### config.mk
export PLATFORM = sky130hd
export DESIGN_NAME = ins_mem_bridge
export DESIGN_NICKNAME = d
export VERILOG_FILES = /design/src/rtl/ibex_async_pkg.sv /design/src/rtl/async_sync.sv /design/src/rtl/ins_mem_bridge.sv
export SDC_FILE = /design/constraint.sdc
export NUM_CORES = 1
export LEC_CHECK = 0
export ABC_AREA = 0
export CELL_PAD_IN_SITES_DETAIL_PLACEMENT = 0
export CELL_PAD_IN_SITES_GLOBAL_PLACEMENT = 2
export CORE_MARGIN = 2
export CORE_UTILIZATION = 36
export CTS_CLUSTER_SIZE = 20
export DETAILED_ROUTE_END_ITERATION = 8
export DONT_BUFFER_PORTS = 1
export GPL_TIMING_DRIVEN = 0
export PLACE_DENSITY_LB_ADDON = 0.08
export SLEW_MARGIN = 20
export SYNTH_ARGS = -nofsm -noshare
export SYNTH_HDL_FRONTEND = slang
export SYNTH_SLANG_ARGS = --single-unit
### constraint.sdc
create_clock -name clk_i -period 2.72 [get_ports clk_i]
set_clock_uncertainty 0.05 [all_clocks]
set_input_delay 0.816 -clock clk_i [delete_from_list [all_inputs] [get_ports clk_i]]
set_output_delay 0.816 -clock clk_i [all_outputs]
set_load 0.02 [all_outputs]
### src/rtl/ibex_async_pkg.sv
// ibex_async_pkg
//   Shared definitions for the asynchronous instruction-fetch bridge:
//   bridge FSM state encoding, timeout counter width and a saturating
//   increment helper used by the WAIT timer.
package ibex_async_pkg;

  localparam int unsigned CNT_W = 16;

  typedef enum logic [2:0] {
    ST_IDLE   = 3'd0,
    ST_REQ    = 3'd1,
    ST_WAIT   = 3'd2,
    ST_ACK_HI = 3'd3,
    ST_ACK_LO = 3'd4
  } bridge_state_e;

  // Increment that sticks at lim instead of wrapping.
  function automatic logic [CNT_W-1:0] sat_inc(input logic [CNT_W-1:0] v,
                                               input logic [CNT_W-1:0] lim);
    return (v >= lim) ? lim : (v + 16'd1);
  endfunction

endpackage

### src/rtl/async_sync.sv
// async_sync
//   Multi-flop synchronizer for a single-bit level crossing into clk_i.
//   All stages clear asynchronously so a reset never leaves a stale
//   request level in the chain.
// Ports:
//   clk_i   destination clock
//   rst_ni  asynchronous active-low reset
//   d_i     asynchronous input level
//   q_o     synchronized level, STAGES edges after d_i changes
module async_sync #(
  parameter int unsigned STAGES = 2
) (
  input  logic clk_i,
  input  logic rst_ni,
  input  logic d_i,
  output logic q_o
);

  logic [STAGES-1:0] sync_q;

  always_ff @(posedge clk_i or negedge rst_ni) begin
    if (!rst_ni) begin
      sync_q <= '0;
    end else begin
      sync_q <= {sync_q[STAGES-2:0], d_i};
    end
  end

  assign q_o = sync_q[STAGES-1];

endmodule

### src/rtl/ins_mem_bridge.sv
// ins_mem_bridge
//   Converts one 4-phase req/ack handshake from the instruction-fetch
//   controller into exactly one clocked memory transaction
//   (req/gnt address phase, rvalid response phase), with a response
//   timeout and a sticky protocol-violation flag.
// Ports:
//   clk_i, rst_ni         clock, async active-low reset
//   req_i, addr_i         4-phase request (async) and bundled address
//   ack_o, rdata_o, err_o 4-phase acknowledge with response payload
//   instr_req_o/addr_o    memory request channel
//   instr_gnt_i           memory grant
//   instr_rvalid_i/rdata_i/err_i  memory response channel
//   proto_err_o           sticky protocol-violation flag
//
// state     | meaning
// ----------+---------------------------------------------------------
// ST_IDLE   | waiting for synchronized request rise
// ST_REQ    | instr_req_o high, waiting for grant (no timeout)
// ST_WAIT   | granted, waiting for rvalid or response timeout
// ST_ACK_HI | ack_o high with payload held, waiting for request fall
// ST_ACK_LO | ack_o low, one-cycle return to idle
module ins_mem_bridge
  import ibex_async_pkg::*;
#(
  parameter int unsigned SYNC_STAGES = 2,
  parameter int unsigned TIMEOUT     = 255
) (
  input  logic        clk_i,
  input  logic        rst_ni,
  input  logic        req_i,
  input  logic [31:0] addr_i,
  output logic        ack_o,
  output logic [31:0] rdata_o,
  output logic        err_o,
  output logic        instr_req_o,
  output logic [31:0] instr_addr_o,
  input  logic        instr_gnt_i,
  input  logic        instr_rvalid_i,
  input  logic [31:0] instr_rdata_i,
  input  logic        instr_err_i,
  output logic        proto_err_o
);

  localparam logic [CNT_W-1:0] TIMEOUT_C = CNT_W'(TIMEOUT);

  bridge_state_e    state;
  logic [CNT_W-1:0] cnt;
  logic [CNT_W-1:0] cnt_inc;
  logic             req_s;
  logic             proto_viol;

  async_sync #(
    .STAGES(SYNC_STAGES)
  ) u_req_sync (
    .clk_i (clk_i),
    .rst_ni(rst_ni),
    .d_i   (req_i),
    .q_o   (req_s)
  );

  // Terminal count is detected on the incremented value so the error
  // completion lands on the TIMEOUT-th WAIT edge.
  assign cnt_inc = sat_inc(cnt, TIMEOUT_C);

  assign proto_viol = (instr_rvalid_i && (state != ST_WAIT)) ||
                      (instr_gnt_i && (state != ST_REQ)) ||
                      (!req_s && ((state == ST_REQ) || (state == ST_WAIT)));

  always_ff @(posedge clk_i or negedge rst_ni) begin
    if (!rst_ni) begin
      state        <= ST_IDLE;
      cnt          <= '0;
      instr_req_o  <= 1'b0;
      instr_addr_o <= '0;
      ack_o        <= 1'b0;
      rdata_o      <= '0;
      err_o        <= 1'b0;
      proto_err_o  <= 1'b0;
    end else begin
      if (proto_viol) begin
        proto_err_o <= 1'b1;
      end
      case (state)
        ST_IDLE: begin
          if (req_s) begin
            instr_addr_o <= addr_i;
            instr_req_o  <= 1'b1;
            cnt          <= '0;
            state        <= ST_REQ;
          end
        end
        ST_REQ: begin
          if (instr_gnt_i) begin
            instr_req_o <= 1'b0;
            state       <= ST_WAIT;
          end
        end
        ST_WAIT: begin
          // rvalid is checked first so it beats a coincident timeout.
          if (instr_rvalid_i) begin
            rdata_o <= instr_rdata_i;
            err_o   <= instr_err_i;
            ack_o   <= 1'b1;
            state   <= ST_ACK_HI;
          end else begin
            cnt <= cnt_inc;
            if (cnt_inc == TIMEOUT_C) begin
              rdata_o <= '0;
              err_o   <= 1'b1;
              ack_o   <= 1'b1;
              state   <= ST_ACK_HI;
            end
          end
        end
        ST_ACK_HI: begin
          if (!req_s) begin
            ack_o <= 1'b0;
            state <= ST_ACK_LO;
          end
        end
        ST_ACK_LO: begin
          state <= ST_IDLE;
        end
        default: begin
          state <= ST_IDLE;
        end
      endcase
    end
  end

endmodule

**Word level (Yosys, flattened, before mapping)**

Cells that the tools add are included.
Widths: inputs -> output; s select.

- Flip-flop bits (word level): 89

- $add $sub $neg: 1
- Magnitude comparators: 1
- Equal/unequal tests: 11
- Mux-type cells: 20
- Reductions and logical operators: 18

Operators by type and width:

| cell | number |
|---|---|
| $mux 32 | 2 |
| $mux 16 | 3 |
| $pmux 16 s2 | 1 |
| $add 16x1->16 const B | 1 |
| $eq 16x8->1 const B | 1 |
| $ge 16x8->1 const B | 1 |
| $mux 3 | 5 |
| $pmux 3 s4 | 1 |
| $reduce_and 3->1 | 3 |
| $reduce_bool 2->1 | 4 |
| $eq 3x2->1 const B | 2 |
| $mux 1 | 6 |
| $ne 2x2->1 const B | 3 |
| $ne 3x2->1 const B | 2 |
| $pmux 1 s2 | 2 |
| $reduce_and 2->1 | 2 |
| $reduce_and 4->1 | 1 |
| $eq 3x1->1 const B | 1 |
| $logic_and 1x1->1 | 3 |
| $logic_not 3->1 | 1 |
| $logic_or 1x1->1 | 3 |
| $ne 3x1->1 const B | 1 |
| $ne 2x1->1 const B | 1 |
| $logic_not 1->1 | 1 |

**Logic depth before layout (Yosys ltp)**

- Depth in word-level cells: 6
- Depth in mapped cells: 7
- Gate-level depth less buffers: 6

**By module**

A second synthesis with hierarchy kept.

- Cells, all modules: 436
- Area, all modules: 3971.3 µm²

Modules (own cells, without submodules):

| module | times used | cells each | area an instance (µm²) | seq. area each (µm²) |
|---|---|---|---|---|
| ins_mem_bridge | 1 | 434 | 3921.3 | 2177.1 |
| async_sync | 1 | 2 | 50.0 | 50.0 |

**Worst setup path after synthesis**

Ideal clock, no wire load.

- Path kind: reg2reg
- From: register cnt[0]
- To: register rdata_o[0]
- Library setup time: 0.118 ns
- Arrival time: 1.779 ns
- Required time: 2.552 ns
- Slack: 0.773 ns
- Stages on the path, launching flop included: 8
- Path buffers: 1
- Cells stage by stage: dfrtp_1 -> ha_1 -> and3_1 -> a31oi_1 -> o41ai_2 -> o211a_4 -> buf_12 -> a21oi_2

- Cells in the longest elaborated chain, start to end: 5
- Elaborated cells between the ends (all ways): 6

Ends and longest elaborated chain:

| element | line | RTL |
|---|---|---|
| from (decl) | ins_mem_bridge.sv:47 | `logic [CNT_W-1:0] cnt;` |
| from (signal assigned) | ins_mem_bridge.sv:106 | `cnt <= cnt_inc;` |
| $add 16x1->16 or $ge 16x8->1 (tied branches) | ibex_async_pkg.sv:20 | `return (v >= lim) ? lim : (v + 16'd1);` |
| $mux 16 * | ibex_async_pkg.sv:20 |  |
| $eq 16x8->1 * | ins_mem_bridge.sv:107 | `if (cnt_inc == TIMEOUT_C) begin` |
| $reduce_bool 2->1 (no source line) * | n/a |  |
| $reduce_and 2->1 (no source line) * | n/a |  |
| to (signal assigned) | ins_mem_bridge.sv:101 | `rdata_o <= instr_rdata_i;` |
| to (decl) | ins_mem_bridge.sv:33 | `output logic [31:0] rdata_o,` |

Every way passes the cells marked *; elsewhere a longest branch is shown, timed or not.
A chain may end at the register's enable or synchronous reset.

**Final worst setup path**

- From: register cnt[0]
- To: register rdata_o[22]

The elaborated chain is that of the path after synthesis.

==> metrics.md <==
| Metric | Value |
|---|---|
| Status | complete, no violations |
| Fin nets | 493 |
| Core region area | 10,400 sq um |
| Setup TNS | 0 ps |
| Max capacitance violation total | 0 |
| Final setup viols | 0 |
| Critical path, cell by cell | ha_1, and3_1, a31oi_1, o41ai_2, o211a_4, buf_12, a21oi_2 |
| RSZ-0062 raised after global routing | false |
| Critical Path Start | cnt[0]$_DFFE_PN0P_ |
| Mapped Avg Cell Area | 9.44 sq um |
| Relative slew slack | 55.2% |
| RD Place Congestion | 0.795 |
| Final WL | 9210 um |
| Slew Limit Fails | 0 |
| Overall die height | 108 um |
| Count leader, synth | nand2_1 |
| Vias in the first global route | 2,988 |
| Syn Std Cell Area | 3880 sq um |
| Hold Buf Count CTS | 0 |
| Worst Tran Pin Value | 668 ps |
| Core Util, Final | 40.6% |
| Total die area | 11,600 sq um |
| Synth warn | 0 |
| CP Launch Type | register |
| CP max FO | 10 |
| Worst r2r src | cnt[0]$_DFFE_PN0P_ |
| Clk buf depth | 2 |
| CP Class | register to register |
| Average wire per standard cell | 16.3 um |
| CTS root buf | clkbuf_8 |
| Ys async rst share | 100% |
| CP required | 2920 ps |
| DRT iter0 DRCs | 144 |
| GR Layer Usage met3 | 6.66% |
| Synth Instances | 411 |
| Post-CTS Setup Repair Bufs | 0 |
| CP max stage delay | 440 ps |
| Hold WC Path Type | primary input to async pin |
| List of most frequent post-synthesis cells | nand2_1 (172), dfrtp_1 (89), a21oi_2 (30) |
| Detailed placer's ending HPWL | 6240 um |
| Post-synth EDFFs | 0 |
| GRT met2 Usage | 26.2% |
| Grt peak-use layer | met2 |
| Final hold viol count | 0 |
| Antenna cells | 0 |
| Static Leakage | 1.98 nW |
| M1 GR Usage | 20.8% |
| Main synth FF type | dfrtp_1 |
| Vias per std cell | 5.00 |
| Total chip power | 0.00481 W |
| Yosys top cell area share | 57.4% |
| H-tree levels | 3 |
| CTS buffer count | 9 |
| First-pass GRT wire length | 15,200 um |
| Post_cts resized | 0 |
| Synth top area cells | dfrtp_1 (57%), nand2_1 (17%), a21oi_2 (6.8%), a21oi_1 (2.1%), clkbuf_1 (1.6%) |
| Worst path slowest cell | dfrtp_1 |
| Synth unique cells | 40 |
| Drt drc | 0 |
| Share of cells above drive strength 1 | 13.8% |
| CP Capture Type | register |
| Largest net degree at the start of global routing | 90 |
| CTS Sinks | 89 |
| Initial antenna violation count | 0 |
| I/O Buffers | 0 |
| Yosys reg bits | 89 |
| TritonRoute pass-1 iters | 4 |
| Gr ovfl total | 0 |
| CP arrival | 2430 ps |
| DR vias | 2,816 |
| Initial core utilization | 37.2% |
| Peak VDD IR | 0.000416 V |
| Rows | 37 |
| Total track usage | 16.8% |
| Sequential fraction of the synthesis area | 57.4% |
| Fmax | 449 MHz |
| Routed Antenna Nets | 0 |
| Synth Net Count | 482 |
| Yosys top cell by area | dfrtp_1 |
| I/O Pins | 138 |
| Tcrit/Tclk final | 81.9% |
| Worst-path clk slew | 90 ps |
| Die W | 108 um |
| Pwr Density | 1140 nW/um^2 |
| TritonCTS clock tree | built |
| Clock latency on the worst-skew pair | 360 ps |
| Period minus WS final | 2230 ps |
| Syn-to-layout area delta | 9.00% |
==> layer usage <==
metal / vias up / wire length [um]
met5: - / 0
met4: 0 / 124
met3: 10 / 805
met2: 87 / 4260
met1: 1356 / 4020
li1: 1363 / -
==> cell families (layout without fill, tap and decap cells) <==
| family | count (synthesis) | after routing | share of synthesized area (%) |
|---|---|---|---|
| simple gates | 218 | 218 | 23.6 |
| flops | 89 | 89 | 57.4 |
| compound gates | 74 | 74 | 14.2 |
| buf+inv | 28 | 44 | 4.22 |
| fa+ha+maj | 1 | 1 | 0.322 |
| xor+xnor | 1 | 1 | 0.226 |
==> layout by cell type (no fill, tap or decap), types with 4 or more instances in the layout <==
cell      netlist  final
clkbuf_8        0      9
o21ai_0         8      8
a21oi_1        16     16
o21a_1          5      5
nor2_1         15     15
nand2_1       172    172
clkbuf_1       17     17
a21oi_2        30     30
dfrtp_1        89     89
inv_1           5      5
and3_1          7      7
and2_1          4      4
==> sequential cells by signal (all words and copies together) (netlist names) <==
| name | cells |
|---|---|
| ack_o | 1 |
| cnt | 16 |
| err_o | 1 |
| instr_addr_o | 32 |
| instr_req_o | 1 |
| proto_err_o | 1 |
| rdata_o | 32 |
| state | 3 |
| u_req_sync.sync_q | 2 |
==> worst paths after layout <==
| path | endpoint | slack (ps) | depth (start not counted) |
|---|---|---|---|
| worst min register to register | u_req_sync.sync_q[1]$_DFF_PN0_ | 300 | 0 |
| worst max register to register | rdata_o[22]$_DFFE_PN0P_ | 490 | 7 |
| worst max-delay path | rdata_o[22]$_DFFE_PN0P_ | 490 | 7 |
| max in group asynchronous | state[0]$_DFFE_PN0P_ | 2360 | 0 |
| min in group clk_i | u_req_sync.sync_q[1]$_DFF_PN0_ | 300 | 0 |
| worst min-delay path | instr_addr_o[11]$_DFFE_PN0P_ | 90 | 0 |
==> area by class of cell <==
type	count	area, sq um
sequential	89	2230
buffer	23	145
clock buffer	9	124
inverter	5	18.8
multi-input combinational	294	1490
fill	1073	6190
clock inverter	7	55.1
tap	136	170
==> per-stage QoR <==
| stage | setup slack, ps | std cells | hold slack, ps | cell area, sq um |
|---|---|---|---|---|
| after floorplan | 773 | 411 | 281 | 3880 |
| after global placement | 500 | 547 | 284 | 4050 |
| after detailed placement | 499 | 547 | 285 | 4050 |
| after CTS | 477 | 563 | 62.4 | 4230 |
| after global routing | 326 | 563 | 55.8 | 4230 |
| final | 493 | 563 | 86.9 | 4230 |
==> worst max-delay path, delay by kind of cell (launching register included) <==
kind,cells,cell delay (ps)
AOI/OAI and AO/OA,4,870
DFF,1,440
adders and majority gates,1,340
and+or+nand+nor,1,260
buffers and inverters,1,160
==> where the power goes <==
group          switching (W)  total [W]  leakage, nW  internal, W
logic               0.000733    0.00120        0.768     0.000467
clock network       0.000497   0.000835       0.0858     0.000338
registers           0.000953    0.00278         1.12      0.00182
Note: power is estimated with default switching activity, not from simulation.
